===== config.mk =====
export PLATFORM = sky130hd
export DESIGN_NAME = add_share_arbiter
export DESIGN_NICKNAME = d
export VERILOG_FILES = /design/src/rtl/add_share_pkg.sv /design/src/rtl/ADD.sv /design/src/rtl/add_rr_picker.sv /design/src/rtl/add_share_arbiter.sv
export SDC_FILE = /design/constraint.sdc
export NUM_CORES = 1
export LEC_CHECK = 0
export ABC_CLOCK_PERIOD_IN_PS = 5500
export BUFFER_PORTS_ARGS = -buffer_cell sky130_fd_sc_hd__buf_2
export CORE_MARGIN = 10
export CORE_UTILIZATION = 54
export DETAILED_ROUTE_END_ITERATION = 10
export GPL_TIMING_DRIVEN = 0
export PLACE_DENSITY = 0.93
export SLEW_MARGIN = 20
export SYNTH_ARGS = -nofsm -noshare
export SYNTH_HDL_FRONTEND = slang
export SYNTH_SLANG_ARGS = --single-unit

===== constraint.sdc =====
create_clock -name clk -period 5.5 [get_ports clk]
set_input_delay 0.275 -clock clk [delete_from_list [all_inputs] [get_ports clk]]
set_output_delay 0.275 -clock clk [all_outputs]
set_load 0.05 [all_outputs]

===== src/rtl/add_share_pkg.sv =====
// rtl/add_share_pkg.sv - shared types and constants for the shared-adder arbiter
package add_share_pkg;

  typedef enum logic [1:0] {
    IDLE = 2'd0,
    EXEC = 2'd1,
    RESP = 2'd2
  } state_t;

  localparam int DW       = 32;
  localparam int NREQ_MAX = 8;

  // Rotate an index by an offset inside a ring of n requesters.
  function automatic int wrap_idx(input int base, input int off, input int n);
    return (base + off) % n;
  endfunction

endpackage


===== src/rtl/ADD.sv =====
// rtl/ADD.sv - combinational 32-bit adder shared by the datapath clients
module ADD (
  input  logic [31:0] in1,
  input  logic [31:0] in2,
  output logic [31:0] Out
);

  assign Out = in1 + in2;

endmodule


===== src/rtl/add_rr_picker.sv =====
// rtl/add_rr_picker.sv - round-robin pick of the first valid requester at or after ptr
module add_rr_picker
  import add_share_pkg::*;
#(
  parameter int NREQ = 4,
  parameter int IDW  = $clog2(NREQ)
) (
  input  logic [NREQ-1:0] req_valid,
  input  logic [IDW-1:0]  ptr,
  output logic [IDW-1:0]  pick,
  output logic            any_valid
);

  logic [IDW-1:0] w_idx;

  // Scan from the far end back toward ptr so the nearest valid requester wins.
  always_comb begin
    pick      = '0;
    w_idx     = '0;
    any_valid = |req_valid;
    for (int k = NREQ - 1; k >= 0; k--) begin
      w_idx = IDW'(wrap_idx(int'(ptr), k, NREQ));
      if (req_valid[w_idx]) begin
        pick = w_idx;
      end
    end
  end

endmodule


===== src/rtl/add_share_arbiter.sv =====
// rtl/add_share_arbiter.sv - round-robin sharing of one ADD unit among NREQ requesters
module add_share_arbiter #(
  parameter int NREQ = 4,
  parameter int DW   = add_share_pkg::DW,
  parameter int IDW  = $clog2(NREQ)
) (
  input  logic               clk,
  input  logic               rst_n,
  input  logic [NREQ-1:0]    req_valid,
  output logic [NREQ-1:0]    req_ready,
  input  logic [NREQ*DW-1:0] req_a,
  input  logic [NREQ*DW-1:0] req_b,
  output logic               rsp_valid,
  input  logic               rsp_ready,
  output logic [IDW-1:0]     rsp_id,
  output logic [DW-1:0]      rsp_data,
  output logic               busy
);

  import add_share_pkg::*;

  state_t          r_state;
  state_t          w_next;
  logic [IDW-1:0]  r_ptr;
  logic [IDW-1:0]  r_id;
  logic [IDW-1:0]  r_rsp_id;
  logic [IDW-1:0]  w_pick;
  logic            w_any;
  logic [DW-1:0]   r_opa;
  logic [DW-1:0]   r_opb;
  logic [DW-1:0]   r_rsp_data;
  logic [DW-1:0]   w_sum;
  logic            r_rsp_valid;
  logic [NREQ-1:0] w_req_ready;

  add_rr_picker #(
    .NREQ (NREQ),
    .IDW  (IDW)
  ) u_picker (
    .req_valid (req_valid),
    .ptr       (r_ptr),
    .pick      (w_pick),
    .any_valid (w_any)
  );

  // The adder only ever sees registered operands, so its input is stable for the EXEC cycle.
  ADD u_add (
    .in1 (r_opa),
    .in2 (r_opb),
    .Out (w_sum)
  );

  // Next state and grant; a grant is only offered while idle.
  always_comb begin
    w_next      = r_state;
    w_req_ready = '0;
    case (r_state)
      IDLE: begin
        if (w_any) begin
          w_next      = EXEC;
          w_req_ready = NREQ'(1) << w_pick;
        end
      end
      EXEC:    w_next = RESP;
      RESP:    if (rsp_ready) w_next = IDLE;
      default: w_next = IDLE;
    endcase
  end

  // State register.
  always_ff @(posedge clk or negedge rst_n) begin
    if (!rst_n) begin
      r_state <= IDLE;
    end else begin
      r_state <= w_next;
    end
  end

  // Operand capture on grant, result/response registration in EXEC, release on accept.
  always_ff @(posedge clk or negedge rst_n) begin
    if (!rst_n) begin
      r_ptr       <= '0;
      r_id        <= '0;
      r_opa       <= '0;
      r_opb       <= '0;
      r_rsp_id    <= '0;
      r_rsp_data  <= '0;
      r_rsp_valid <= 1'b0;
    end else begin
      case (r_state)
        IDLE: begin
          if (w_any) begin
            r_opa <= req_a[w_pick*DW +: DW];
            r_opb <= req_b[w_pick*DW +: DW];
            r_id  <= w_pick;
            r_ptr <= IDW'(wrap_idx(int'(w_pick), 1, NREQ));
          end
        end
        EXEC: begin
          r_rsp_data  <= w_sum;
          r_rsp_id    <= r_id;
          r_rsp_valid <= 1'b1;
        end
        RESP: begin
          if (rsp_ready) r_rsp_valid <= 1'b0;
        end
        default: r_rsp_valid <= 1'b0;
      endcase
    end
  end

  assign req_ready = w_req_ready;
  assign rsp_valid = r_rsp_valid;
  assign rsp_id    = r_rsp_id;
  assign rsp_data  = r_rsp_data;
  assign busy      = (r_state != IDLE);

endmodule


==> results of run 1 <==
kinds of logic after synthesis:
kind of cell / count (synthesis) / share of synthesized area (%)
xor gates and xnor gates: 24 / 2.72
DFF: 105 / 34.1
AOI/OAI and AO/OA: 271 / 20.5
adders and majority gates: 36 / 5.94
and+or+nand+nor: 596 / 31.4
muxes: 5 / 0.649
buffers and inverters: 91 / 4.75
layout by cell type, fill, tap and decap left out, drive strengths merged, types with 2 or more instances in the layout:
cell type / n
a31oi: 2
nand3: 67
o21a: 3
nor3: 9
nor3b: 2
buf: 326
and2: 5
o21bai: 4
clkbuf: 65
xnor2: 16
o21ai: 172
nand2b: 4
inv: 15
nor4: 2
diode: 3
a211oi: 6
ha: 35
o31ai: 3
and3: 2
nor2: 220
nand4: 11
dfrtp: 105
mux2i: 5
a22oi: 2
or2: 3
o311ai: 2
nand2: 266
a311oi: 2
o211ai: 4
xor2: 8
o22ai: 3
a21oi: 46
nor2b: 2
a21o: 10
metrics by stage:
stage | instances | utilization [%]
floorplan | 1128 | -
global placement | 1610 | 67.8
detailed placement | 1611 | 68.1
CTS | 1627 | 70.3
global route | 1628 | 70.3
finish | 1630 | 70.4
state kept, by name (all words and copies together), names as in the netlist:
signal	flops
r_opa	32
r_id	2
rsp_data	32
r_state	2
rsp_id	2
r_opb	32
r_ptr	2
rsp_valid	1
worst reg2reg max path, cell delays in order, from the launching register on:
cell	delay, ns
dfrtp_1	0.43
ha_1	0.27
fa_1	0.41
a21oi_1	0.26
o21ai_2	0.12
a2111oi_4	0.55
o31ai_2	0.22
a21boi_1	0.20
xor2_1	0.30
o21ai_1	0.10
worst max-delay path by stage:
stage	startpoint	to	depth (start not counted)
6_report	r_ptr[0]$_DFFE_PN0P_	req_ready[2]	9
5_1_grt	r_ptr[0]$_DFFE_PN0P_	req_ready[2]	9
4_1_cts	r_ptr[0]$_DFFE_PN0P_	req_ready[2]	9
3_5_place_dp	r_opa[0]$_DFFE_PN0P_	rsp_data[20]$_DFFE_PN0P_	9
3_3_place_gp	r_opa[0]$_DFFE_PN0P_	rsp_data[28]$_DFFE_PN0P_	9
2_1_floorplan	r_opa[0]$_DFFE_PN0P_	rsp_data[28]$_DFFE_PN0P_	9
what timing repair did:
item                                   4_1_cts  5_1_grt
setup endpoints to repair                    0        0
endpoints found under the hold margin       34        0
hold buffers                                 1        0
power groups by stage:
stage          Combinational, µW  Sequential [µW]  Clock, µW
6_report                    4830             1490        673
5_1_grt                     5290             1530        696
4_1_cts                     4740             1480        663
3_5_place_dp                4700             1480          0
3_3_place_gp                4590             1460          0
2_1_floorplan               3060             1810          0
layout make-up:
cell class	instances	area share (%)
antenna	3	0.0766
inverter	14	0.536
buffer	77	3.20
sequential	105	26.8
clock buffer	11	2.58
tap	180	2.30
clock inverter	4	0.523
timing repair buffer	304	15.9
multi-input combinational	932	48.1
routing by layer:
metal / up-vias / share of wire (%) / track usage, %
met5: - / 0.043 / 0
met4: 2 / 2.9 / 9.83
met3: 70 / 10 / 7.55
met2: 508 / 49 / 50.9
met1: 4247 / 38 / 35.0
li1: 4435 / - / -
==> impl_metrics.toml, run 1 <==
[power_and_ir_drop]
clockPowerShare_pct = 9.6
p_sw_uw = 3870
p_sw_share_pct = 55.3
p_seq_share_pct = 21.3
power.density_mw_per_mm2 = 714
combPwrFrac_pct = 69.1
ir_drop_mv = 0.272
internal_power_uw = 3130
power.total_uw = 7000
p_leak_uw = 0.00496

[placement]
place_area_mm2 = 0.00949
dpl_worst_slack_ns = 2.59
dp_hpwl_um = 24700
port_buffers = 302
place.gp.congestion = 0.975

[hold_path]
holdPathEnd = "r_state[1]$_DFFE_PN0P_"
hp-start = "rsp_ready"
min_delay_path_depth = 4
hp-class = "in2reg"

[setup_path]
cp_max_fo = 11
path_common_cell = "buf_2"
crit_chain = "nand2b_1 -> nor2b_1 -> o22ai_1 -> clkbuf_1 -> buf_2 -> inv_1 -> ha_1 -> and2_1 -> buf_2"
crit_family = "buffers and inverters"
required_ns = 5.22
rr_worst_depth = 9
path_buf_inv = 4
crit_type = "reg2out"
r2r_end = "rsp_data[20]$_DFFE_PN0P_"
r2r_slack_ns = 2.52
regToRegStartpoint = "r_opa[0]$_DFFE_PN0P_"
critical_path_arrival_ns = 3.03
cp_slowest_stage_delay_ns = 0.54
start_kind = "register"
end_kind = "output port"
cp_slowest_cell = "o22ai_1"

[timing]
tightestPinTransition_ns = 0.694
finalCriticalPeriod_ns = 3.30
setup_slack_ns = 2.20
whs_ns = 0.181
fin_skew_ns = 0.00744
fmax_ghz = 0.303
tns_ns = 0
finalSetupViolCount = 0
drv_slew = 0
maxSlewHeadroom_pct = 53.8
rsz0062_at_grt = "false"
finalHoldViolCount = 0
final.period_utilization_pct = 60.0

[yosys]
netlist.area_leader.share_pct = 34.1
syn_area_per_cell_um2 = 6.84
synth_top_area_cell = "dfrtp_1"
synth.yosys.seq_area_share_pct = 34.1
yosys-top-cells-area = "dfrtp_1 (34%), nand2_1 (13%), nor2_1 (11%)"
async_flop_share_pct = 100
ys_ff_latch = 105
syn-cell-area_mm2 = 0.00771
synth_common_cells = "nand2_1 (266), nor2_1 (220), o21ai_1 (147)"
ys_warn_count = 0
post-synth-top-count-cell = "nand2_1"
synth_edf_count = 0
ys.flop_type = "dfrtp_1"
synth_fp_nets = 1427
synth_cell_type_count = 59
synthCells = 1128

[cells_and_area]
multiInputGateArea_mm2 = 0.00472
finish.instance_area_mm2 = 0.00981
area_growth_pct = 27.1
drive_gt1_share_pct = 24.3
regArea_mm2 = 0.00263
fillers = 1231
num-nets-final = 1742

[detailed_routing]
wirelength_um = 30200
dr.pass1.iters = 5
ant_nets = 0
wl_per_cell_um = 18.5
drc = 0
avgViaCountPerCell = 5.68
num_vias = 9262
dr.first_iter.drc_count = 819

[clock_network]
clk_pin_slew_ns = 0.07
cts_setup_buffers = 0
insertion_delay_ns = 0.35
root_buffer = "clkbuf_16"
h-tree-depth = 3
cts_made_buffers = 9
clock_sinks = 105
clockBufferDepth = 2
cts_resized = 0
cts_tree = "done"

[global_routing]
grt_max_degree = 72
grt_remaining_overflow = 0
grt_usage_pct = 29.6
grt_antenna_before_repair = 4
grt_pass1_wl_um = 47300
grt_pass1_vias = 9228

[flow_run]
drv_cap = 0

[run_status]
run_status = "complete, no violations"

[die]
coreArea_mm2 = 0.0139
ioPinCount = 303
start_util_pct = 55.4
die_y_um = 140
rows = 43
die_area_mm2 = 0.0195
dieWidth_um = 140
(Power assumes the default switching activity.)
==> run 2: changes to the inputs <==
ABC_CLOCK_PERIOD_IN_PS = 3500   (was 5500)
CORE_UTILIZATION = 50   (was 54)
PLACE_DENSITY = 0.88   (was 0.93)
clock period = 3.5 ns   (was 5.5 ns; I/O delays follow)
==> run 2 against run 1 <==
  * Clock-buffer cell count unchanged
  * Sequential share of layout area about the same
  * Die area increased by 6.8%
  * Worst setup slack got worse by 1.9 ns
  * Register-to-register slack got worse by 2.0 ns
  * Utilization decreased by 5.6 points
  * Hold slack got worse by 0.091 ns
  * Sequential cell count unchanged
  * Via count decreased by 1.6%
  * Sequential power increased by 54%
  * Final cell count increased by 0.55%
  * Critical endpoint is now req_ready[3]
  * Largest cell class unchanged
==> impl_metrics.toml, run 2 (synthesis gave the netlist of run 1 again) <==
[timing]
tightestPinTransition_ns = 0.673
finalHoldViolCount = 0
maxSlewHeadroom_pct = 55.1
final.period_utilization_pct = 92.0
whs_ns = 0.0892
drv_slew = 0
tns_ns = 0
fmax_ghz = 0.311
finalSetupViolCount = 0
rsz0062_at_grt = "false"
finalCriticalPeriod_ns = 3.22
fin_skew_ns = 0.0145

[clock_network]
cts_tree = "done"
postCtsHoldBufs = 1
clockBufferDepth = 2
insertion_delay_ns = 0.35
cts_setup_buffers = 0
cts_resized = 0
root_buffer = "clkbuf_16"
cts_made_buffers = 9
clock_sinks = 105
h-tree-depth = 3
clk_pin_slew_ns = 0.07

[setup_path]
end_kind = "output port"
crit_type = "reg2out"
r2r_slack_ns = 0.56
critical_path_arrival_ns = 3.04
cp_max_fo = 11
rr_worst_depth = 9
required_ns = 3.32
start_kind = "register"

[die]
start_util_pct = 50.9
ioPinCount = 303
rows = 45
coreArea_mm2 = 0.0151
die_y_um = 144
dieWidth_um = 144
die_area_mm2 = 0.0208

[placement]
port_buffers = 302
place_area_mm2 = 0.00950
dp_hpwl_um = 24700
place.gp.congestion = 0.931

[power_and_ir_drop]
p_sw_uw = 6140
p_leak_uw = 0.00496
p_seq_share_pct = 20.8
p_sw_share_pct = 55.6
internal_power_uw = 4900
power.density_mw_per_mm2 = 1120
clockPowerShare_pct = 9.4
ir_drop_mv = 0.424
combPwrFrac_pct = 69.7

[global_routing]
grtUsageMet3_pct = 6.72
top_usage_layer = "met2"
grt_usage_pct = 28.2
grt_pass1_wl_um = 46100
grt_antenna_before_repair = 3
use_met2_pct = 46.9
grtUsageMet1_pct = 34.2
grt_remaining_overflow = 0
grt_pass1_vias = 9031
grt_max_degree = 73

[detailed_routing]
drc = 0
ant_nets = 0
dr.first_iter.drc_count = 822
wirelength_um = 30100
wl_per_cell_um = 18.4
num_vias = 9117
avgViaCountPerCell = 5.56
dr.pass1.iters = 6

[cells_and_area]
final_common_cell = "buf_2"
regArea_mm2 = 0.00263
area_growth_pct = 27.3
multiInputGateArea_mm2 = 0.00472
drive_gt1_share_pct = 24.3
finish.instance_area_mm2 = 0.00982
fillers = 1338
num-nets-final = 1742
most-common-layout-cells = "buf_2 (321), nand2_1 (266), nor2_1 (220)"

[hold_path]
min_delay_path_depth = 4
hp-class = "in2reg"

[flow_run]
drv_cap = 0

[run_status]
run_status = "complete, no violations"
==> run 2: changes by cell type in the layout (fill, tap and decap cells not counted), sizes merged <==
| cell | delta |
|---|---|
| clkinvlp | +1 |
==> run 2: power by group through the flow <==
stage | Sequential [µW] | Clock [µW] | Combinational, µW
global placement | 2260 | 0 | 7390
floorplan | 2840 | 0 | 4810
finish | 2300 | 1040 | 7700
global route | 2360 | 1080 | 8450
detailed placement | 2290 | 0 | 7530
CTS | 2280 | 1040 | 7590
==> run 2: area by class of cell <==
type,count,share of cell area [%]
antenna,3,0.0765
buffer,77,3.20
clock buffer,11,2.47
clock inverter,5,0.637
inverter,14,0.535
multi-input combinational,932,48.1
sequential,105,26.8
tap,188,2.40
timing repair buffer,304,15.8
==> run 2: stage by stage <==
step	setup slack, ns	cells	util, %	power, µW
after floorplan	1.01	1128	-	7660
after global placement	0.620	1618	62.5	9650
after detailed placement	0.612	1619	62.7	9820
after CTS	0.336	1636	64.8	10900
after global routing	0.179	1638	64.8	11900
final	0.280	1639	64.8	11000
==> run 2: metal layers <==
layer / wire length (µm) / vias up / share of wire, %
met5: 0 / - / 0
met4: 1080 / 0 / 3.6
met3: 2640 / 62 / 8.8
met2: 14500 / 433 / 48
met1: 11900 / 4191 / 40
li1: - / 4431 / -
==> run 2: final timing paths <==
check,start,endpoint
worst max register to register,r_opa[0]$_DFFE_PN0P_,rsp_data[26]$_DFFE_PN0P_
min in group asynchronous,rst_n,rsp_data[4]$_DFFE_PN0P_
worst max-delay path,r_ptr[0]$_DFFE_PN0P_,req_ready[3]
worst min-delay path,rsp_ready,r_state[1]$_DFFE_PN0P_
worst min register to register,rsp_data[7]$_DFFE_PN0P_,rsp_data[7]$_DFFE_PN0P_
max in group asynchronous,rst_n,r_opb[13]$_DFFE_PN0P_
==> run 2: critical path, cell delays in order, from the launching register on <==
cell,delay [ns]
dfrtp_1,0.42
nand2b_1,0.17
nor2b_1,0.13
o22ai_1,0.46
clkbuf_1,0.55
buf_2,0.36
inv_1,0.10
ha_1,0.18
and2_1,0.12
buf_2,0.21
==> run 3: changes to the inputs <==
CELL_PAD_IN_SITES_DETAIL_PLACEMENT = 2   (was unset)
CELL_PAD_IN_SITES_GLOBAL_PLACEMENT = 2   (was unset)
CORE_UTILIZATION = 26   (was 50)
REMOVE_ABC_BUFFERS = 1   (was unset)
==> run 3 against run 2 <==
  * Hold slack better by 0.022 ns
  * Critical endpoint is now req_ready[2]
  * Sequential share of layout area fell by 0.67 points
  * Final cell count up 8.4%
  * Routed wire length up 5.8%
  * Largest cell class unchanged
  * Maximum frequency decreased by 1.7%
  * Non-clock buffer count down 62
  * Sequential power is 2% lower
  * Final area up 2.5%
  * Combinational power hardly changed
  * Largest power group unchanged
  * Via count is 3.7% lower
  * Power down 0.79%
==> impl_metrics.toml, run 3 (synthesis gave the netlist of run 1 again) <==
[run_status]
run_status = "complete, no violations"

[power_and_ir_drop]
ir_drop_mv = 0.396
p_leak_uw = 0.00495
power.density_mw_per_mm2 = 1090
power.total_uw = 11000

[placement]
dpl_worst_slack_ns = 0.410
place_area_mm2 = 0.00977
place.gp.congestion = 0.789
dp_hpwl_um = 25800
place_inst = 1759
port_buffers = 302

[clock_network]
clk_pin_slew_ns = 0.07
root_buffer = "clkbuf_16"
clock_sinks = 105
clockBufferDepth = 2
insertion_delay_ns = 0.35
cts_tree = "done"
h-tree-depth = 3
cts_resized = 0
cts_made_buffers = 9

[die]
start_util_pct = 26.2
dieWidth_um = 192
die_y_um = 192
coreArea_mm2 = 0.0295
rows = 63
die_area_mm2 = 0.0370
ioPinCount = 303

[detailed_routing]
num_vias = 8781
wl_per_cell_um = 18.0
dr.pass1.iters = 4
avgViaCountPerCell = 4.94
drc = 0
ant_nets = 0
wirelength_um = 31900
dr.first_iter.drc_count = 215

[timing]
finalSetupViolCount = 0
final.period_utilization_pct = 93.6
fmax_ghz = 0.305
setup_slack_ns = 0.225
drv_slew = 0
rsz0062_at_grt = "false"
fin_skew_ns = 0.0125
tightestPinTransition_ns = 0.774
finalCriticalPeriod_ns = 3.27
finalHoldViolCount = 0
maxSlewHeadroom_pct = 48.4

[cells_and_area]
fillers = 3645
drive_gt1_share_pct = 25.3
most-common-layout-cells = "buf_2 (301), nand2_1 (266), nor2_1 (220)"
final_common_cell = "buf_2"
stdcell_count = 1776
num-nets-final = 1680
finish.instance_area_mm2 = 0.0101
utilization_pct = 34.2
area_growth_pct = 30.5
multiInputGateArea_mm2 = 0.00476
regArea_mm2 = 0.00263

[flow_run]
drv_cap = 0

[setup_path]
start_kind = "register"
r2r_end = "rsp_data[28]$_DFFE_PN0P_"
required_ns = 3.32
critical_path_arrival_ns = 3.10
cp_max_fo = 96
rr_worst_depth = 9
r2r_slack_ns = 0.35
end_kind = "output port"
crit_type = "reg2out"
regToRegStartpoint = "r_opa[0]$_DFFE_PN0P_"

[hold_path]
hp-class = "in2reg"
min_delay_path_depth = 4
holdPathEnd = "r_state[1]$_DFFE_PN0P_"
hp-start = "rsp_ready"

[global_routing]
grt_usage_pct = 16.8
grt_remaining_overflow = 0
grt_pass1_wl_um = 50500
grt_max_degree = 97
grt_pass1_vias = 9664
grt_antenna_before_repair = 1
[run 3: cell types whose count changed in the layout (fill, tap and decap cells not counted), moves of 3 or more]
cell and delta:
clkbuf_1 -54, buf_16 +7, buf_1 -3, buf_6 +6, buf_2 -20
[run 3: critical path, stage by stage (launching register included)]
cell and delay [ns]:
dfrtp_1 0.40, nand2b_1 0.15, a21oi_1 0.10, a211oi_4 0.50, buf_6 0.27, buf_6 0.21
inv_6 0.13, buf_16 0.24, ha_1 0.30, and2_1 0.13, buf_2 0.21
[run 3: routing by layer]
metal | share of wire (%) | vias up | track usage [%] | wire length (µm)
met2 | 50 | 201 | 29.5 | 16000
li1 | - | 4289 | - | -
met1 | 43 | 4262 | 20.1 | 13600
met4 | 1.4 | 0 | 4.17 | 437
met5 | 0 | - | 0 | 0
met3 | 5.8 | 29 | 3.79 | 1860
[run 3: worst max path at each step]
stage,start,end,cells past startpoint,slack [ns]
5_1_grt,r_ptr[0]$_DFFE_PN0P_,req_ready[2],10,0.04
6_report,r_ptr[0]$_DFFE_PN0P_,req_ready[2],10,0.23
4_1_cts,r_ptr[0]$_DFFE_PN0P_,req_ready[2],10,0.26
3_3_place_gp,r_ptr[0]$_DFFE_PN0P_,req_ready[2],7,-9.68
3_5_place_dp,r_opa[0]$_DFFE_PN0P_,rsp_data[28]$_DFFE_PN0P_,9,0.41
2_1_floorplan,r_ptr[0]$_DFFE_PN0P_,req_ready[0],6,-4.41
[run 3: area by class of cell]
cell class                      instances  area share, %
Multi-Input combinational cell        932           47.3
Clock buffer                           10           2.27
Clock inverter                          5          0.572
Sequential cell                       105           26.1
Timing Repair Buffer                  319           18.3
Tap cell                              390           4.85
Inverter                               14          0.572
Antenna cell                            1         0.0249
[run 3: stage by stage]
step / hold WS, ns / TNS (ns)
floorplan: -0.121 / -297.21
global placement: 0.440 / -656.68
detailed placement: 0.106 / 0
CTS: 0.0998 / 0
global route: 0.134 / 0
finish: 0.111 / 0
[run 3: what timing repair did]
action                    in CTS  in global routing
buffers inserted               0                  0
hold endpoints to repair      34                  0
hold buffers                   1                  0
[run 3: power breakdown]
group	internal [µW]	switching (µW)
clock	551	473
combinational	2590	5080
sequential	1860	395
